**src/rtl/opacc_ctrl.sv**
```systemverilog
// Command sequencer for the outer-product accumulator: turns LOAD/MAC/STORE/XCHG
// commands into accumulator strobes and stream handshakes. Optional perf counters: OPACC_CTRL_PERF_EN.
module opacc_ctrl #(
  parameter int NREGS = 2,
  parameter int ML    = 4,
  parameter int KMAX  = 16,
  localparam int RW   = (NREGS > 1) ? $clog2(NREGS) : 1,
  localparam int LW   = $clog2(KMAX + 1)
) (
  input  logic          clk,
  input  logic          reset,
  input  logic          cmd_valid,
  output logic          cmd_ready,
  input  logic [1:0]    cmd_op,
  input  logic [RW-1:0] cmd_reg,
  input  logic [LW-1:0] cmd_len,
  input  logic          in_valid,
  output logic          in_ready,
  input  logic          abq_valid,
  output logic          abq_ready,
  input  logic          out_ready,
  output logic          out_valid,
  output logic          ab_valid,
  output logic          ci_valid,
  output logic          ci_zero,
  output logic [RW-1:0] ab_addr,
  output logic [RW-1:0] ci_addr,
  output logic [RW-1:0] co_addr,
  output logic          busy,
  output logic          done,
  output logic          err,
  output logic [31:0]   perf_busy,
  output logic [31:0]   perf_stall
);
  localparam int CMAX = (ML > KMAX) ? ML : KMAX;
  localparam int CW   = $clog2(CMAX + 1);
  localparam logic [31:0] NREGS_W = NREGS;
  localparam logic [31:0] KMAX_W  = KMAX;

  typedef enum logic [2:0] {S_IDLE, S_LOAD, S_MAC, S_STORE, S_XCHG} state_t;

  typedef struct packed {
    logic [1:0]    op;
    logic [RW-1:0] rg;
    logic [LW-1:0] len;
  } cmd_t;

  state_t        state;
  logic [RW-1:0] cur_reg;
  logic [CW-1:0] cnt;
  logic          fire;
  logic          illegal;
  cmd_t          cmd;

  assign cmd     = '{op: cmd_op, rg: cmd_reg, len: cmd_len};
  assign illegal = ({{(32-RW){1'b0}}, cmd.rg} >= NREGS_W) ||
                   ((cmd.op == 2'd1) && ({{(32-LW){1'b0}}, cmd.len} > KMAX_W));

  assign cmd_ready = (state == S_IDLE);
  assign busy      = (state != S_IDLE);
  assign ab_addr   = cur_reg;
  assign ci_addr   = cur_reg;
  assign co_addr   = cur_reg;

  // Beat outputs are purely combinational so the accumulator sees the fire in the handshake cycle.
  always_comb begin
    fire      = 1'b0;
    in_ready  = 1'b0;
    abq_ready = 1'b0;
    out_valid = 1'b0;
    ab_valid  = 1'b0;
    ci_valid  = 1'b0;
    ci_zero   = 1'b0;
    case (state)
      S_LOAD: begin
        in_ready = 1'b1;
        fire     = in_valid;
        ci_valid = in_valid;
      end
      S_MAC: begin
        abq_ready = 1'b1;
        fire      = abq_valid;
        ab_valid  = abq_valid;
      end
      S_STORE: begin
        out_valid = 1'b1;
        fire      = out_ready;
        ci_valid  = out_ready;
        ci_zero   = 1'b1;
      end
      S_XCHG: begin
        in_ready  = out_ready;
        out_valid = in_valid;
        fire      = in_valid & out_ready;
        ci_valid  = in_valid & out_ready;
      end
      default: ;
    endcase
  end

  always_ff @(posedge clk) begin
    if (reset) begin
      state   <= S_IDLE;
      cur_reg <= '0;
      cnt     <= '0;
      done    <= 1'b0;
      err     <= 1'b0;
    end else begin
      done <= 1'b0;
      err  <= 1'b0;
      if (state == S_IDLE) begin
        if (cmd_valid) begin
          if (illegal) begin
            err <= 1'b1;
          end else begin
            cur_reg <= cmd.rg;
            case (cmd.op)
              2'd0: begin state <= S_LOAD;  cnt <= CW'(ML); end
              2'd2: begin state <= S_STORE; cnt <= CW'(ML); end
              2'd3: begin state <= S_XCHG;  cnt <= CW'(ML); end
              default: begin
                // A zero-step MAC has nothing to issue, so it completes straight from IDLE.
                if (cmd.len == '0) done <= 1'b1;
                else begin
                  state <= S_MAC;
                  cnt   <= CW'(cmd.len);
                end
              end
            endcase
          end
        end
      end else if (fire) begin
        cnt <= cnt - CW'(1);
        if (cnt == CW'(1)) begin
          state <= S_IDLE;
          done  <= 1'b1;
        end
      end
    end
  end

`ifdef OPACC_CTRL_PERF_EN
  always_ff @(posedge clk) begin
    if (reset) begin
      perf_busy  <= '0;
      perf_stall <= '0;
    end else if (busy) begin
      if (perf_busy != '1) perf_busy <= perf_busy + 32'd1;
      if (!fire && perf_stall != '1) perf_stall <= perf_stall + 32'd1;
    end
  end
`else
  assign perf_busy  = '0;
  assign perf_stall = '0;
`endif
endmodule

```
**config.mk**
```make
export PLATFORM = sky130hd
export DESIGN_NAME = opacc_ctrl
export DESIGN_NICKNAME = d
export VERILOG_FILES = /design/src/rtl/opacc_ctrl.sv
export SDC_FILE = /design/constraint.sdc
export NUM_CORES = 1
export LEC_CHECK = 0
export BUFFER_PORTS_ARGS = -buffer_cell sky130_fd_sc_hd__buf_2
export CAP_MARGIN = 25
export CORE_MARGIN = 2
export CORE_UTILIZATION = 45
export DETAILED_ROUTE_END_ITERATION = 7
export GPL_TIMING_DRIVEN = 0
export PLACE_DENSITY = 0.92
export SYNTH_ARGS = -nofsm -noshare
export SYNTH_HDL_FRONTEND = slang
export SYNTH_SLANG_ARGS = --single-unit
```
**constraint.sdc**
```tcl
create_clock -name clk -period 3.1 [get_ports clk]
set_input_delay 0.62 -clock clk [delete_from_list [all_inputs] [get_ports clk]]
set_output_delay 0.62 -clock clk [all_outputs]
set_load 0.02 [all_outputs]
```
==> flow_summary.toml <==
[clocking]
clock_latency_ns = 0.28
cts.sinks = 11
post_cts_buffers = 0
numCtsBuffers = 3
clock_path_buffers = 2
cts_tree = "done"
postCtsHoldBufs = 0
clk_pin_slew_ns = 0.07
root_buffer = "clkbuf_4"
htreeDepth = 1
cts_resized = 0

[placement]
hpwl_microns = 2170
preCtsSetupSlack_ns = 0.686
post-place-cells = 283
port_buffers = 25
place_area_sq_um = 1730
gp_congestion = 0.824

[final_layout]
final_cell_area_sq_um = 1760
num_antenna_cells = 0
fillers = 240
synthToLayoutAreaGrowth_pct = 32.0
drive_above_1_share_pct = 41.8
final_common_cell = "buf_4"
most-common-layout-cells = "buf_4 (66), conb_1 (64), buf_2 (26)"
final_cells = 287
num-nets-final = 278

[detailed_routing]
vias_per_cell = 3.99
drt_pre_antenna_iters = 4
wl_per_cell_microns = 8.86
num_vias = 1144
drt_iter0_markers = 38
drc = 0
wl_microns = 2540
ant_nets = 0

[global_route]
grt_pass1_wl_microns = 3880
grt_max_degree = 11
overflow = 0
grt_usage_pct = 14.4
grt_pass1_vias = 915
antenna_found_initial = 0

[setup_path]
worstPathArrival_ns = 1.64
required_ns = 2.48
path_class = "register to output pin"
path_depth = 5
worst-path-buf-inv = 4
cpMostUsedCell = "buf_2"
crit_family = "buffers and inverters"
crit_fanout = 10
critPathSlowestCell = "or3_1"
worstSetupEndpointType = "output pin"
reg2regPathDepth = 5
crit_path_start_kind = "register"
worst_path_largest_cell_delay_ns = 0.40
cp_cell_sequence = "or3_1, buf_6, inv_2, buf_2, buf_2"

[job]
cap_violations = 0

[logic_synthesis]
synth_edf_count = 0
ys.warnings.count = 0
synth_top_area_cell = "buf_4"
avgSynthCellArea_sq_um = 8.12
syn_inst = 164
synth_cell_types = 42
ys.flop_type = "dfxtp_1"
seq_area_frac_synth_pct = 16.5
async_reset_ff_share_pct = 0
synth_seq_cells = 11
synthTopCellsByArea = "buf_4 (37%), dfxtp_1 (17%), ha_1 (6.6%), nand2_1 (3.1%), a21oi_1 (2.6%)"
synthesis.area_sq_um = 1330
synth_top_area_share_pct = 37.2

[floorplanning]
dieHeight_microns = 58.4
die_w_microns = 58.4
core_sq_um = 2780
dieArea_sq_um = 3410
io_pins = 91
start_util_pct = 47.9
rows = 19

[timing]
period_share_pct = 72.9
setup_tns_ns = 0
post-route-min-period_ns = 2.26
maxSlewHeadroom_pct = 58.3
hold_viol = 0
rsz0062_at_grt = "false"
drv_slew = 0
tightest_slew_ns = 0.610
final.setup_skew_ns = 0.00599
worst_slack_ns = 0.839
clock.fmax_ghz = 0.442
setup_violations = 0

[min_path]
hp-class = "register to register"
hold_path_depth = 2

[pwr]
power_mw = 0.604
p_leak_nw = 1.02
p_per_area_nw_per_um2 = 344
irDropWorstVdd_v = 0.000277

[run_status]
status = "finished, final reports clean"
[per-layer routing]
metal,global-route usage (%),up-vias,wire [microns]
met5,0,-,0
met4,7.64,0,50
met3,2.64,5,231
met2,24.7,59,1260
met1,16.9,472,1000
li1,-,608,-
[worst paths after layout]
check                             start                     to  slack [ns]
setup / recovery  state[0]$_SDFFE_PP0P_              cmd_ready        0.84
hold / removal      cnt[4]$_SDFFE_PP0P_    cnt[4]$_SDFFE_PP0P_        0.50
setup reg to reg  state[0]$_SDFFE_PP0P_  state[0]$_SDFFE_PP0P_        1.24
hold reg to reg     cnt[4]$_SDFFE_PP0P_    cnt[4]$_SDFFE_PP0P_        0.50
[where the power goes]
part,internal [mW],switching (mW),total (mW)
Clock,0.0500,0.0518,0.102
Combinational,0.135,0.197,0.332
Sequential,0.157,0.0138,0.171
Total,0.342,0.263,0.604
[through the flow]
stage,hold slack [ns],utilization (%)
floorplan,0.454,-
global placement,0.472,62.3
detailed placement,0.481,62.3
CTS,0.492,63.2
global route,0.534,63.2
finish,0.502,63.2
[state kept, by name, indices dropped and copies added (netlist names)]
signal   cells
cnt          5
state        3
ab_addr      1
done         1
err          1
[worst min-delay path, cell delays in order (launching register included)]
cell	delay, ns
dfxtp_1	0.32
o21ai_0	0.08
a21oi_1	0.06
[cell type report]
cell class                      instances  area (sq um)  share of cell area [%]
Inverter                                8          30.0                    1.71
Tap cell                               31          38.8                    2.21
Timing Repair Buffer                   25           125                    7.12
Multi-Input combinational cell        139           802                    45.6
Buffer                                 69           515                    29.3
Sequential cell                        11           220                    12.5
Clock buffer                            4          26.3                    1.49
[cells in the mapped netlist (all sizes together), types with 4 or more instances]
cell and number:
buf 68, o21ai 4, inv 8, nor2 5, dfxtp 11, nand2 11, ha 7, a21oi 7
[cells by family (layout without fill, tap and decap cells)]
kind of cell               Yosys count  in the layout  share of synthesized area (%)
buffers and inverters               77            106                           41.0
and+or+nand+nor                     41             41                           18.9
AOI/OAI and AO/OA                   23             23                           13.6
DFF                                 11             11                           16.5
adders and majority gates            7              7                           6.58
muxes                                4              4                           3.10
other                                1             64                          0.282
Note: power is estimated with default switching activity, not from simulation.
